--- src/rtl/ifu_prefetch.sv ---
// ifu_prefetch: multi-outstanding AXI instruction prefetcher with an in-order queue and redirect flush.
// Define IFU_PREFETCH_BYPASS_EN to present a response on inst_* in its arrival cycle when the queue is empty.
//   state   | meaning
//   RUN     | idle, raises ARVALID when credit allows
//   AR_WAIT | ARVALID held, ARADDR stable until ARREADY
//   HALT    | misaligned redirect target, no issue until an aligned redirect
module ifu_prefetch #(
    parameter int                ADDR_W          = 32,
    parameter int                DATA_W          = 32,
    parameter int                ID_W            = 4,
    parameter int                MAX_OUTSTANDING = 4,
    parameter int                FIFO_DEPTH      = 4,
    parameter logic [ADDR_W-1:0] RESET_PC        = 32'h8000_0000
) (
    input  logic              clk,
    input  logic              rst_n,
    input  logic              redirect_i,
    input  logic [ADDR_W-1:0] redirect_addr_i,
    output logic [DATA_W-1:0] inst_o,
    output logic [ADDR_W-1:0] inst_addr_o,
    output logic              inst_err_o,
    output logic              inst_valid_o,
    input  logic              inst_ready_i,
    output logic              misaligned_o,
    output logic [ID_W-1:0]   M_AXI_ARID,
    output logic [ADDR_W-1:0] M_AXI_ARADDR,
    output logic [7:0]        M_AXI_ARLEN,
    output logic [2:0]        M_AXI_ARSIZE,
    output logic [1:0]        M_AXI_ARBURST,
    output logic              M_AXI_ARLOCK,
    output logic [3:0]        M_AXI_ARCACHE,
    output logic [2:0]        M_AXI_ARPROT,
    output logic [3:0]        M_AXI_ARQOS,
    output logic [3:0]        M_AXI_ARUSER,
    output logic              M_AXI_ARVALID,
    input  logic              M_AXI_ARREADY,
    input  logic [ID_W-1:0]   M_AXI_RID,
    input  logic [DATA_W-1:0] M_AXI_RDATA,
    input  logic [1:0]        M_AXI_RRESP,
    input  logic              M_AXI_RLAST,
    input  logic [3:0]        M_AXI_RUSER,
    input  logic              M_AXI_RVALID,
    output logic              M_AXI_RREADY
);

    localparam int OW = $clog2(MAX_OUTSTANDING + 1);
    localparam int CW = $clog2(FIFO_DEPTH + 1);
    localparam int PW = $clog2(FIFO_DEPTH);
    localparam int QW = (MAX_OUTSTANDING > 1) ? $clog2(MAX_OUTSTANDING) : 1;
    localparam int EW = DATA_W + ADDR_W + 1;

    typedef enum logic [1:0] {RUN, AR_WAIT, HALT} state_e;

    state_e            state_q, state_d;
    logic [ADDR_W-1:0] ar_addr_q, ar_addr_d;
    logic [ADDR_W-1:0] fetch_pc_q, fetch_pc_d;
    logic              misaligned_q, misaligned_d;
    logic              stale_q, stale_d;
    logic              rready_q, rready_d;
    logic [OW-1:0]     out_q, out_d;
    logic [OW-1:0]     drop_q, drop_d;
    logic [CW-1:0]     count_q, count_d;
    logic [PW-1:0]     wr_q, wr_d, rd_q, rd_d;
    logic [QW-1:0]     aq_wr_q, aq_wr_d, aq_rd_q, aq_rd_d;
    logic [EW-1:0]     fifo_mem_q [FIFO_DEPTH];
    logic [ADDR_W-1:0] aq_mem_q [MAX_OUTSTANDING];

    logic              ar_fire, r_take, r_drop, push;
    logic              fifo_wr, fifo_rd, head_valid, credit, can_decide;
    logic [EW-1:0]     beat_entry, head_entry;
    logic [ADDR_W-1:0] pc_base;
`ifdef IFU_PREFETCH_BYPASS_EN
    logic              bypass;
`endif

    logic unused_r;
    assign unused_r = ^{M_AXI_RID, M_AXI_RLAST, M_AXI_RUSER};

    assign M_AXI_ARID    = '0;
    assign M_AXI_ARADDR  = ar_addr_q;
    assign M_AXI_ARLEN   = 8'd0;
    assign M_AXI_ARSIZE  = 3'b010;
    assign M_AXI_ARBURST = 2'b01;
    assign M_AXI_ARLOCK  = 1'b0;
    assign M_AXI_ARCACHE = 4'd0;
    assign M_AXI_ARPROT  = 3'd0;
    assign M_AXI_ARQOS   = 4'd0;
    assign M_AXI_ARUSER  = 4'd0;
    assign M_AXI_ARVALID = (state_q == AR_WAIT);
    assign M_AXI_RREADY  = rready_q;
    assign misaligned_o  = misaligned_q;

    // Queue, response accounting and head presentation.
    always_comb begin
        rready_d   = 1'b1;
        ar_fire    = (state_q == AR_WAIT) & M_AXI_ARREADY;
        // A beat with nothing outstanding (e.g. left over from before reset) is ignored.
        r_take     = M_AXI_RVALID & rready_q & (out_q != '0);
        r_drop     = r_take & ((drop_q != '0) | redirect_i);
        push       = r_take & ~r_drop;
        beat_entry = {M_AXI_RDATA, aq_mem_q[aq_rd_q], (M_AXI_RRESP != 2'b00)};
        head_valid = (count_q != '0);
        head_entry = fifo_mem_q[rd_q];
        fifo_rd    = head_valid & inst_ready_i & ~redirect_i;
`ifdef IFU_PREFETCH_BYPASS_EN
        bypass       = push & ~head_valid;
        inst_valid_o = head_valid | bypass;
        fifo_wr      = push & ~(bypass & inst_ready_i);
        if (head_valid)
            {inst_o, inst_addr_o, inst_err_o} = head_entry;
        else if (bypass)
            {inst_o, inst_addr_o, inst_err_o} = beat_entry;
        else
            {inst_o, inst_addr_o, inst_err_o} = '0;
`else
        inst_valid_o = head_valid;
        fifo_wr      = push;
        {inst_o, inst_addr_o, inst_err_o} = head_valid ? head_entry : '0;
`endif

        out_d   = out_q + OW'(ar_fire) - OW'(r_take);
        count_d = count_q + CW'(fifo_wr) - CW'(fifo_rd);
        wr_d    = fifo_wr ? wr_q + 1'b1 : wr_q;
        rd_d    = fifo_rd ? rd_q + 1'b1 : rd_q;

        aq_wr_d = aq_wr_q;
        aq_rd_d = aq_rd_q;
        if (ar_fire)
            aq_wr_d = (aq_wr_q == QW'(MAX_OUTSTANDING - 1)) ? '0 : aq_wr_q + 1'b1;
        if (r_take)
            aq_rd_d = (aq_rd_q == QW'(MAX_OUTSTANDING - 1)) ? '0 : aq_rd_q + 1'b1;

        drop_d  = drop_q;
        stale_d = stale_q & ~ar_fire;
        if (redirect_i) begin
            count_d = '0;
            wr_d    = '0;
            rd_d    = '0;
            drop_d  = out_d;
            // A request still waiting for ARREADY is not yet in out_d; remember to drop its beat later.
            stale_d = (state_q == AR_WAIT) & ~M_AXI_ARREADY;
        end else begin
            if (r_drop)
                drop_d = drop_d - 1'b1;
            if (ar_fire & stale_q)
                drop_d = drop_d + 1'b1;
        end
    end

    // Fetch FSM: decides the next request once any pending ARVALID has been accepted.
    always_comb begin
        state_d      = state_q;
        ar_addr_d    = ar_addr_q;
        pc_base      = redirect_i ? redirect_addr_i : fetch_pc_q;
        fetch_pc_d   = pc_base;
        misaligned_d = redirect_i ? (redirect_addr_i[1:0] != 2'b00) : misaligned_q;
        credit       = ((32'(count_d) + 32'(out_d)) < 32'(FIFO_DEPTH)) &&
                       (32'(out_d) < 32'(MAX_OUTSTANDING));
        can_decide   = (state_q != AR_WAIT) | M_AXI_ARREADY;
        if (can_decide) begin
            if (misaligned_d) begin
                state_d = HALT;
            end else if (credit) begin
                state_d    = AR_WAIT;
                ar_addr_d  = pc_base;
                fetch_pc_d = pc_base + ADDR_W'(4);
            end else begin
                state_d = RUN;
            end
        end
    end

    always_ff @(posedge clk or negedge rst_n) begin
        if (!rst_n) begin
            state_q      <= RUN;
            ar_addr_q    <= RESET_PC;
            fetch_pc_q   <= RESET_PC;
            misaligned_q <= 1'b0;
            stale_q      <= 1'b0;
            rready_q     <= 1'b0;
            out_q        <= '0;
            drop_q       <= '0;
            count_q      <= '0;
            wr_q         <= '0;
            rd_q         <= '0;
            aq_wr_q      <= '0;
            aq_rd_q      <= '0;
        end else begin
            state_q      <= state_d;
            ar_addr_q    <= ar_addr_d;
            fetch_pc_q   <= fetch_pc_d;
            misaligned_q <= misaligned_d;
            stale_q      <= stale_d;
            rready_q     <= rready_d;
            out_q        <= out_d;
            drop_q       <= drop_d;
            count_q      <= count_d;
            wr_q         <= wr_d;
            rd_q         <= rd_d;
            aq_wr_q      <= aq_wr_d;
            aq_rd_q      <= aq_rd_d;
        end
    end

    always_ff @(posedge clk) begin
        if (fifo_wr)
            fifo_mem_q[wr_q] <= beat_entry;
        if (ar_fire)
            aq_mem_q[aq_wr_q] <= ar_addr_q;
    end

endmodule
--- config.mk ---
export PLATFORM = sky130hd
export DESIGN_NAME = ifu_prefetch
export DESIGN_NICKNAME = d
export VERILOG_FILES = /design/src/rtl/ifu_prefetch.sv
export SDC_FILE = /design/constraint.sdc
export NUM_CORES = 1
export LEC_CHECK = 0
export CORE_MARGIN = 4
export CORE_UTILIZATION = 40
export DETAILED_ROUTE_END_ITERATION = 8
export PLACE_DENSITY_LB_ADDON = 0.25
export SYNTH_ARGS = -nofsm -noshare
export SYNTH_HDL_FRONTEND = slang
export SYNTH_SLANG_ARGS = --single-unit
--- constraint.sdc ---
create_clock -name clk -period 4.7 [get_ports clk]
set_input_delay 0.94 -clock clk [delete_from_list [all_inputs] [get_ports clk]]
set_output_delay 0.94 -clock clk [all_outputs]
set_load 0.03 [all_outputs]
==> results.tsv <==
stage	metric	value	unit
worst_setup_path	critical_path_s_top_delay_family	simple AND/OR/NAND/NOR gates	
clocking	tritoncts	built	
placement	gpl.final_weighted_congestion	0.7850	
sta	rsz0062_at_grt	false	
synth	synth-seq-cells	474	
clocking	clkLatencyLatePin	0.58	ns
drt	route.detailed.wl_per_inst	20.39	um
placement	place_worst_setup_slack	-0.4564	ns
sta	final.setup.worst_slack	0.2373	ns
synth	synthCells	1051	
worst_setup_path	cp_slowest_cell	or4b_1	
placement	detailed_place.area	0.02168	mm2
cells_and_area	mostFrequentLayoutCells	388 x edfxtp_1, 170 x clkdlybuf4s50_1, 97 x mux4_2, 80 x dfrtp_1, 67 x and2_1	
sta	max_slew.worst_pin.slew	0.8929	ns
clocking	clockBufferDepth	3	
drt	detailed_route_drc_error_count	0	
worst_setup_path	cp.buffers_inverters	4	
drt	detail_route.iter0.violations	672	
sta	timing.final.hold_violations	0	
cells_and_area	antenna-diode-count	0	
global_routing	maximum_number_of_pins_on_one_net_before_global_route_repair	71	
synth	syn_area	0.01911	mm2
worst_setup_path	critPathRequiredTime	5.21	ns
synth	synth_async_sr_flop_share	18.14	%
outcome	status	finished, final reports clean	
floorplan	fp.dieW	226.6	um
floorplan	core_region_area	0.04685	mm2
synth	synth-edff-count	388	
global_routing	antenna_found_initial	0	
clocking	worst_setup_hold_path_clk_slew	0.06	ns
worst_setup_path	endpoint_kind	flip-flop	
drt	final_antenna_net_count	0	
cells_and_area	fin_nets	1362	
synth	post_synthesis_sequential_area_ratio	72.25	%
sta	max_clock_freq	224.1	MHz
power_and_ir_drop	leakagePower	7.886	nW
power_and_ir_drop	pwr_density_cell	562.3	mW/mm2
cells_and_area	drive_gt1_share	18.48	%
global_routing	grt_pass1_vias	10420	
worst_setup_path	worst_ep_arrival_time	4.97	ns
global_routing	global_route.overflow_total	0	
sta	timing.final.crit_period	4.463	ns
worst_setup_path	crit_path_max_fanout	5	
worst_setup_path	cp_cell_sequence	clkdlybuf4s50_1 -> o311ai_1 -> inv_1 -> ha_1 -> inv_1 -> ha_1 -> fa_1 -> xor3_1 -> inv_1 -> ha_1 -> nor3_2 -> o211ai_2 -> or4b_1 -> or4_4 -> nor4_4 -> xnor2_1	
sta	setup_viol	0	
placement	place_hpwl	24650	um
sta	final_max_slew_viol_count	0	
drt	vias	9661	
cells_and_area	mostFrequentLayoutCell	edfxtp_1	
run	max_cap_violations	0	
placement	io_port_bufs	172	
worst_setup_path	criticalPathCategory	in2reg	
synth	synth.distinct_cells	56	
cells_and_area	areaGrowthSynthToFinish	21.85	%
drt	drt_pass1_iterations	5	
global_routing	global_route_wire_length_before_repair	61070	um
sta	clock_skew	0.02053	ns
cells_and_area	fillerInstances	4000	
synth	syn-mean-instance-area	18.18	um2
global_routing	grt_use_total	15.42	%
min_path	worst_min_delay_path_class	in2async	
cells_and_area	final_design_area_no_fill	0.02328	mm2
worst_setup_path	cpPeakStageDelay	0.55	ns
clocking	ctsRootBufferMaster	clkbuf_16	
clocking	clock-sinks	474	
sta	maxSlewHeadroom	40.47	%
sta	period_utilization	94.95	%
power_and_ir_drop	ir_drop	0.0003714	V
drt	wl	38870	um
worst_setup_path	timing.critical_path.from_type	input pin	
synth	ys.warnings.count	0	
floorplan	die_area	0.05133	mm2
floorplan	num_rows	79	
floorplan	ios	215	
floorplan	floorplan.initialDensity	40.78	%
clocking	cts.htree.levels	2	
clocking	cts-buffers-inserted	49	
drt	via_per_inst	5.069	
sta	hold_slack	0.1759	ns
clocking	cts_post_setup_buffers_inserted	0	
synth	synth_flop_cell	edfxtp_1	
floorplan	die_h	226.6	um
## final timing paths
kind,cells after the start,slack [ns],end,startpoint
hold reg to reg,1,0.49,fetch_pc_q[1]$_DFF_PN0_,fetch_pc_q[1]$_DFF_PN0_
setup reg to reg,15,0.33,fetch_pc_q[31]$_DFF_PN1_,out_q[1]$_DFF_PN0_
max in group asynchronous,2,3.54,rd_q[1]$_DFFE_PN0P_,rst_n
setup / recovery,16,0.24,fetch_pc_q[31]$_DFF_PN1_,M_AXI_RVALID
min in group clk,1,0.49,fetch_pc_q[1]$_DFF_PN0_,fetch_pc_q[1]$_DFF_PN0_
hold / removal,1,0.18,fetch_pc_q[26]$_DFF_PN0_,rst_n
## power by group
part	switching, mW	internal (mW)	total, mW
Combinational	1.98	1.63	3.61
Sequential	0.486	5.17	5.66
Clock	1.56	2.26	3.82
Total	4.02	9.07	13.1
## metal layers
layer,global-route usage [%],share of wire (%),vias to the layer above
li1,-,-,4400
met1,21.48,44,5004
met2,25.25,49,216
met3,3.004,5.3,41
met4,3.987,1.6,0
met5,0,0,-
## logic make-up after synthesis
| logic type | Yosys count | share of synthesized area [%] |
|---|---|---|
| fa+ha+maj | 21 | 1.454 |
| compound gates | 58 | 1.794 |
| mux | 136 | 13.51 |
| simple gates | 220 | 6.306 |
| flops | 474 | 72.25 |
| other cells | 2 | 0.03930 |
| xor+xnor | 40 | 1.912 |
| buf+inv | 100 | 2.730 |
## per-stage QoR
| step | TNS (ns) | instances | power [mW] | utilization (%) |
|---|---|---|---|---|
| after floorplan | -0.2999 | 1083 | 7.885 | - |
| after global placement | -2.685 | 1816 | 9.383 | 46.28 |
| after detailed placement | -4.044 | 1816 | 9.437 | 46.28 |
| after CTS | 0 | 1906 | 13.32 | 49.70 |
| after global routing | 0 | 1906 | 13.78 | 49.70 |
| final | 0 | 1906 | 13.09 | 49.70 |
## state kept, by name (all words and copies together), names as in the netlist, 2 cells and up
signal / cells
aq_mem_q: 128
M_AXI_ARADDR: 32
drop_q: 3
rd_q: 2
aq_rd_q: 2
state_q: 2
count_q: 3
out_q: 3
fifo_mem_q: 260
wr_q: 2
aq_wr_q: 2
fetch_pc_q: 32
## cell usage after synthesis (all sizes together) (17+ instances only)
cell type,count,area [um2]
clkbuf,27,101.4
mux4,97,2185
xnor2,22,192.7
dfrtp,84,2102
xor2,17,148.9
and2,68,425.4
ha,19,237.7
nand2,27,101.4
edfxtp,388,11650
a21oi,31,155.2
buf,55,352.8
mux2i,33,330.3
nor2,56,210.2
inv,18,67.56
nand3,17,85.08
## final cells by class
type / instances / area (um2) / share of cell area (%)
Clock buffer: 64 / 1324 / 5.685
Inverter: 18 / 67.56 / 0.2902
Multi-Input combinational cell: 509 / 4955 / 21.28
Sequential cell: 474 / 13820 / 59.34
Tap cell: 607 / 759.5 / 3.262
Timing Repair Buffer: 208 / 2085 / 8.953
Clock inverter: 26 / 277.8 / 1.193
## timing repair
action | in CTS | in global routing
endpoints found under the setup margin | 0 | 7
hold buffers | 0 | 0
resized for setup | 0 | 1
Power figures use the tool's default switching activity.
